$ cat config.mk
export PLATFORM = sky130hd
export DESIGN_NAME = vga_timing_flat
export DESIGN_NICKNAME = d
export VERILOG_FILES = /design/src/rtl/vga_timing_if.sv /design/src/rtl/vga_timing.sv /design/src/flat_wrapper.sv
export SDC_FILE = /design/constraint.sdc
export NUM_CORES = 1
export LEC_CHECK = 0
export ABC_AREA = 0
export CAP_MARGIN = 20
export CELL_PAD_IN_SITES_DETAIL_PLACEMENT = 0
export CELL_PAD_IN_SITES_GLOBAL_PLACEMENT = 1
export CORE_UTILIZATION = 39
export CTS_CLUSTER_SIZE = 12
export DETAILED_ROUTE_END_ITERATION = 16
export HOLD_SLACK_MARGIN = 0.06
export PLACE_DENSITY_LB_ADDON = 0.05
export SLEW_MARGIN = 20
export SYNTH_ARGS = -nofsm -noshare
export SYNTH_HDL_FRONTEND = slang
export SYNTH_SLANG_ARGS = --single-unit
$ cat constraint.sdc
create_clock -name clk -period 3.1 [get_ports clk]
set_input_delay 0.62 -clock clk [delete_from_list [all_inputs] [get_ports clk]]
set_output_delay 0.62 -clock clk [all_outputs]
set_load 0.03 [all_outputs]
$ cat src/rtl/vga_timing_if.sv
// vga_timing_if: raster timing bundle from vga_timing to the display stage and VGA connector.
//   pixelX/pixelY : signed 11-bit coordinates, blanking is negative
//   pixelEnable   : one-clk strobe per visible pixel
//   lineStart     : one-clk strobe at the first clk of every line
//   frameStart    : one-clk strobe at the first clk of every frame
//   hsync/vsync   : active-low sync to the board connector
interface vga_timing_if;
    logic signed [10:0] pixelX;
    logic signed [10:0] pixelY;
    logic               pixelEnable;
    logic               lineStart;
    logic               frameStart;
    logic               hsync;
    logic               vsync;

    modport master (
        output pixelX, pixelY, pixelEnable, lineStart, frameStart, hsync, vsync
    );

    modport slave (
        input  pixelX, pixelY, pixelEnable, lineStart, frameStart, hsync, vsync
    );
endinterface

$ cat src/rtl/vga_timing.sv
// vga_timing: raster timing generator for the Chip-8 video path.
// Counts pixels and lines in signed coordinates where blanking is negative
// (front porch, sync, back porch, then active), so consumers can pre-load
// at small negative pixelX.
// Ports:
//   clk   : system clock
//   res_n : asynchronous active-low reset, returns to the top-left blanking corner
//   vga   : vga_timing_if.master (coordinates, strobes, syncs)
// Optional build macro VGA_SYNC_DELAY_EN: delays hsync/vsync by two clk through
// a register pipeline to line up with a registered colour path downstream.
module vga_timing #(
    parameter int unsigned CLK_DIV  = 2,
    parameter int unsigned H_ACTIVE = 640,
    parameter int unsigned H_FP     = 16,
    parameter int unsigned H_SYNC   = 96,
    parameter int unsigned H_BP     = 48,
    parameter int unsigned V_ACTIVE = 480,
    parameter int unsigned V_FP     = 10,
    parameter int unsigned V_SYNC   = 2,
    parameter int unsigned V_BP     = 33
) (
    input  logic         clk,
    input  logic         res_n,
    vga_timing_if.master vga
);

    localparam int unsigned CW = 11;
    localparam int unsigned DW = 4;

    localparam int H_BLANK = int'(H_FP + H_SYNC + H_BP);
    localparam int V_BLANK = int'(V_FP + V_SYNC + V_BP);

    localparam logic [DW-1:0]        DIV_LAST = DW'(CLK_DIV - 1);
    localparam logic signed [CW-1:0] H_START  = CW'(-H_BLANK);
    localparam logic signed [CW-1:0] H_LAST   = CW'(int'(H_ACTIVE) - 1);
    localparam logic signed [CW-1:0] V_START  = CW'(-V_BLANK);
    localparam logic signed [CW-1:0] V_LAST   = CW'(int'(V_ACTIVE) - 1);
    localparam logic signed [CW-1:0] HS_FIRST = CW'(-H_BLANK + int'(H_FP));
    localparam logic signed [CW-1:0] HS_LAST  = CW'(-H_BLANK + int'(H_FP + H_SYNC) - 1);
    localparam logic signed [CW-1:0] VS_FIRST = CW'(-V_BLANK + int'(V_FP));
    localparam logic signed [CW-1:0] VS_LAST  = CW'(-V_BLANK + int'(V_FP + V_SYNC) - 1);

    // Configuration sanity: the signed 11-bit range must hold the whole raster.
    if (H_BLANK + int'(H_ACTIVE) > 1024) begin : g_hCfgErr
        $error("vga_timing: H_BLANK+H_ACTIVE exceeds 1024");
    end
    if (V_BLANK + int'(V_ACTIVE) > 1024) begin : g_vCfgErr
        $error("vga_timing: V_BLANK+V_ACTIVE exceeds 1024");
    end
    if (CLK_DIV == 0 || CLK_DIV > 16) begin : g_divCfgErr
        $error("vga_timing: CLK_DIV outside 1..16");
    end

    logic [DW-1:0]        divCnt;
    logic [DW-1:0]        divNext;
    logic signed [CW-1:0] hCnt;
    logic signed [CW-1:0] hNext;
    logic signed [CW-1:0] vCnt;
    logic signed [CW-1:0] vNext;
    logic                 tick;
    logic                 firstClk;
    logic                 hsyncDec;
    logic                 vsyncDec;

    assign tick     = (divCnt == DIV_LAST);
    assign firstClk = (divCnt == '0);

    // Next-state for divider and raster counters; vCnt steps only on a line wrap.
    always_comb begin
        divNext = divCnt + DW'(1);
        hNext   = hCnt;
        vNext   = vCnt;
        if (tick) begin
            divNext = '0;
            if (hCnt == H_LAST) begin
                hNext = H_START;
                vNext = (vCnt == V_LAST) ? V_START : vCnt + CW'(1);
            end else begin
                hNext = hCnt + CW'(1);
            end
        end
    end

    // Counter state; reset lands on the top-left blanking corner.
    always_ff @(posedge clk or negedge res_n) begin
        if (!res_n) begin
            divCnt <= '0;
            hCnt   <= H_START;
            vCnt   <= V_START;
        end else begin
            divCnt <= divNext;
            hCnt   <= hNext;
            vCnt   <= vNext;
        end
    end

    // Strobes decode straight from state; gating on firstClk makes each one clk wide.
    assign vga.pixelX      = hCnt;
    assign vga.pixelY      = vCnt;
    assign vga.pixelEnable = firstClk && !hCnt[CW-1] && !vCnt[CW-1];
    assign vga.lineStart   = firstClk && (hCnt == H_START);
    assign vga.frameStart  = firstClk && (hCnt == H_START) && (vCnt == V_START);

    assign hsyncDec = !((hCnt >= HS_FIRST) && (hCnt <= HS_LAST));
    assign vsyncDec = !((vCnt >= VS_FIRST) && (vCnt <= VS_LAST));

`ifdef VGA_SYNC_DELAY_EN
    logic [1:0] hsPipe;
    logic [1:0] vsPipe;

    // Two-stage sync delay, idle-high so the connector sees inactive sync in reset.
    always_ff @(posedge clk or negedge res_n) begin
        if (!res_n) begin
            hsPipe <= '1;
            vsPipe <= '1;
        end else begin
            hsPipe <= {hsPipe[0], hsyncDec};
            vsPipe <= {vsPipe[0], vsyncDec};
        end
    end

    assign vga.hsync = hsPipe[1];
    assign vga.vsync = vsPipe[1];
`else
    assign vga.hsync = hsyncDec;
    assign vga.vsync = vsyncDec;
`endif

endmodule

$ cat src/flat_wrapper.sv
// flat-port wrapper written by rule: the top's interface ports become plain ports
module vga_timing_flat 
#(
    parameter int unsigned CLK_DIV  = 2,
    parameter int unsigned H_ACTIVE = 640,
    parameter int unsigned H_FP     = 16,
    parameter int unsigned H_SYNC   = 96,
    parameter int unsigned H_BP     = 48,
    parameter int unsigned V_ACTIVE = 480,
    parameter int unsigned V_FP     = 10,
    parameter int unsigned V_SYNC   = 2,
    parameter int unsigned V_BP     = 33
)
  (clk, res_n, vga_pixelX, vga_pixelY, vga_pixelEnable, vga_lineStart, vga_frameStart, vga_hsync, vga_vsync);
  vga_timing_if vga_i ();
  input  logic clk;
  input  logic res_n;
  output wire logic [$bits(vga_i.pixelX)-1:0] vga_pixelX;
  output wire logic [$bits(vga_i.pixelY)-1:0] vga_pixelY;
  output wire logic [$bits(vga_i.pixelEnable)-1:0] vga_pixelEnable;
  output wire logic [$bits(vga_i.lineStart)-1:0] vga_lineStart;
  output wire logic [$bits(vga_i.frameStart)-1:0] vga_frameStart;
  output wire logic [$bits(vga_i.hsync)-1:0] vga_hsync;
  output wire logic [$bits(vga_i.vsync)-1:0] vga_vsync;
  assign vga_pixelX = vga_i.pixelX;
  assign vga_pixelY = vga_i.pixelY;
  assign vga_pixelEnable = vga_i.pixelEnable;
  assign vga_lineStart = vga_i.lineStart;
  assign vga_frameStart = vga_i.frameStart;
  assign vga_hsync = vga_i.hsync;
  assign vga_vsync = vga_i.vsync;
  vga_timing #(.CLK_DIV(CLK_DIV), .H_ACTIVE(H_ACTIVE), .H_FP(H_FP), .H_SYNC(H_SYNC), .H_BP(H_BP), .V_ACTIVE(V_ACTIVE), .V_FP(V_FP), .V_SYNC(V_SYNC), .V_BP(V_BP)) u_core (.clk(clk), .res_n(res_n), .vga(vga_i));
endmodule
==> impl_results.md <==
- Status: finished, final reports clean
- Slowest-stage cell, CP: clkdlybuf4s50_1
- Post-route ant nets: 0
- CTS tree: built
- Critical Path Start Type: register
- CP Buf/Inv Count: 1
- # port buffers: 28
- Final net count: 196
- Routed vias/inst: 5.42
- # DRC: 0
- Critical path arrival: 2370 ps
- Mapped Area: 0.00151 sq mm
- Post-Place Cell Area: 0.00185 sq mm
- LEAKAGE: 0.735 nW
- Met3 Track Usage GR: 0.0250
- Die H: 64.2 microns
- Hold Path Class: register to register
- Max Slew Vio Count: 0
- Power Total: 0.000632 W
- Crit path kind: register to primary output
- Total wire length: 3530 microns
- Grt total ovfl: 0
- Placer Congestion: 0.807
- Max Freq: 335 MHz
- Die area: 0.00412 sq mm
- N_diodes: 0
- CTS clk-pin slew, worst paths: 90 ps
- Skew-Pair Late Insertion Delay: 270 ps
- Seq/Total Area, Yosys: 0.443
- GR peak layer: met2
- Fin area: 0.00192 sq mm
- YS warnings: 0
- Via count: 1278
- Synth Net Count: 164
- H-tree levels: 1
- Critical path, cell by cell: nor4b_1, nand4_1, nor4_2, clkdlybuf4s50_1
- Post-detail-place hpwl: 2510 microns
- Min Tclk post-route: 2990 ps
- Netlist cell types: 41
- CTS sink cnt: 26
- FFs w/ async S/R, synth: 1.00
- Max-slew headroom: 0.496
- Placed cells: 232
- Die Wd: 64.2 microns
- M2 GR Usage: 0.326
- Clock root buffer: clkbuf_8
- GR Util met1: 0.234
- Area Growth Syn to Fin: 27.4%
- CTS Hold Bufs: 0
- Syn Inst Count: 157
- Global-route wire length before repair: 5930 microns
- Worst-case clock buffer depth: 2
- Crit Path Max Fanout: 7
- WP data required: 2480 ps
- EDFF count, synth: 0
- Layout Skew: 4.46 ps
- Setup_tns: 0 ps
- Max VDD drop: 0.000155 V
- Core area: 0.00369 sq mm
- Pwr Density: 329 mW/mm^2
- Crit. End Element: primary output
- Crit share post-route: 0.963
- I/O Pins: 29
- Inserted Clock Buffers: 3
- Avg Inst Size Synth: 9.60 sq um
- Crit path largest cell delay: 740 ps
- Cell family with most CP delay: simple AND/OR/NAND/NOR gates
- DRT iter0 DRCs: 77
- Ys flop type: dfstp_2
- Fin. Hold Viols: 0
- Max Cap Viol: 0
- #FFs+latches synth: 26
- Pin count of the biggest net entering global routing: 27
- GRT Overall Usage: 0.186
- Drt wl/cell: 15.0 microns
- DR pass1 iterations: 4
- Setup Viol. Count Final: 0
- Actual slew at the worst max-slew pin: 745 ps
- Non-Filler Instances: 236
- FP Rows: 22
- Initial core utilization: 0.408
- Initial antenna violation count: 0
- Layout cells sized above 1: 0.144
- Vias in the first global route: 1265
- RSZ-0062 raised after global routing: no
==> repair_timing <==
action | 4_1_cts | 5_1_grt
gates resized for setup | 1 | 0
endpoints found under the setup margin | 1 | 0
setup buffers | 0 | 0
==> worst register-to-register path: stages, from the launching register on <==
cell	delay, ps
dfrtp_1	450
or4b_1	740
or4_4	700
nor2_1	190
mux2_2	350
==> state kept, by name, summed over array words and instances, names as in the netlist <==
signal	flops
u_core.vga.pixelX	11
u_core.vga.pixelY	11
u_core.divCnt	4
==> layer usage <==
metal  routed length, microns  share of wire  vias up
li1                         -              -      637
met1                     1630           0.46      613
met2                     1760           0.50       23
met3                       94          0.027        5
met4                       45          0.013        0
met5                        0              0        -
==> cell families (layout without fill, tap and decap cells) <==
group / Yosys count / in the layout / synth area share
and+or+nand+nor: 71 / 71 / 0.270
DFF: 26 / 26 / 0.443
buffers and inverters: 13 / 44 / 0.0399
muxes: 4 / 4 / 0.0291
xor gates and xnor gates: 8 / 8 / 0.0465
adders and majority gates: 5 / 5 / 0.0415
AOI/OAI and AO/OA: 30 / 30 / 0.130
==> power breakdown <==
| part | switching, W | leakage [nW] | internal (W) |
|---|---|---|---|
| clock network | 0.000111 | 0.0357 | 0.000173 |
| registers | 0 | 0.301 | 0.000340 |
| logic | 0.00000643 | 0.398 | 0.00000193 |
| total | 0.000117 | 0.735 | 0.000515 |
==> cell type report <==
cell class | instances | area [sq um]
fill | 361 | 1770
multi-input combinational | 118 | 786
sequential | 26 | 667
timing repair buffer | 31 | 302
tap | 48 | 60.1
clock buffer | 3 | 41.3
inverter | 9 | 33.8
clock inverter | 1 | 30.0
==> stage by stage <==
stage                     setup WS (ps)   util  hold WS, ps
final                               114  0.520          534
after global routing               39.3  0.520          563
after CTS                           125  0.520          538
after detailed placement            316  0.501          523
after global placement              341  0.501          502
after floorplan                     352      -          324
==> cell usage in the layout, fill, tap and decap left out, types with 4 or more instances in the layout <==
| cell | n |
|---|---|
| nor2_1 | 13 |
| clkdlybuf4s50_1 | 27 |
| nand3_1 | 10 |
| nand2_1 | 16 |
| inv_1 | 9 |
| xnor2_1 | 4 |
| and3_1 | 5 |
| a21oi_1 | 9 |
| dfrtp_1 | 13 |
| nor3_1 | 7 |
| nand4_1 | 5 |
| ha_1 | 5 |
| dfstp_2 | 13 |
| xor2_1 | 4 |
==> final timing paths <==
check / from / endpoint / slack, ps / cells past startpoint
max in group asynchronous: res_n / u_core.vga.pixelX[5] / 2090 / 2
min: u_core.vga.pixelY[4] / u_core.vga.pixelY[4] / 530 / 2
max reg2reg: u_core.divCnt[1] / u_core.vga.pixelY[5] / 570 / 4
min reg2reg: u_core.vga.pixelY[4] / u_core.vga.pixelY[4] / 530 / 2
min in group asynchronous: res_n / u_core.vga.pixelY[2] / 710 / 2
max: u_core.vga.pixelX[6] / vga_lineStart / 110 / 4
==> synthesized netlist by cell type (4+ instances only) <==
master	instances	share of area
a21oi_1	9	0.030
and3_1	5	0.021
dfrtp_1	13	0.22
dfstp_2	13	0.23
ha_1	5	0.042
inv_1	9	0.022
nand2_1	16	0.040
nand3_1	10	0.033
nand4_1	5	0.021
nor2_1	13	0.032
nor3_1	7	0.023
xnor2_1	4	0.023
xor2_1	4	0.023
No activity file was read; power rests on OpenSTA's default activity.
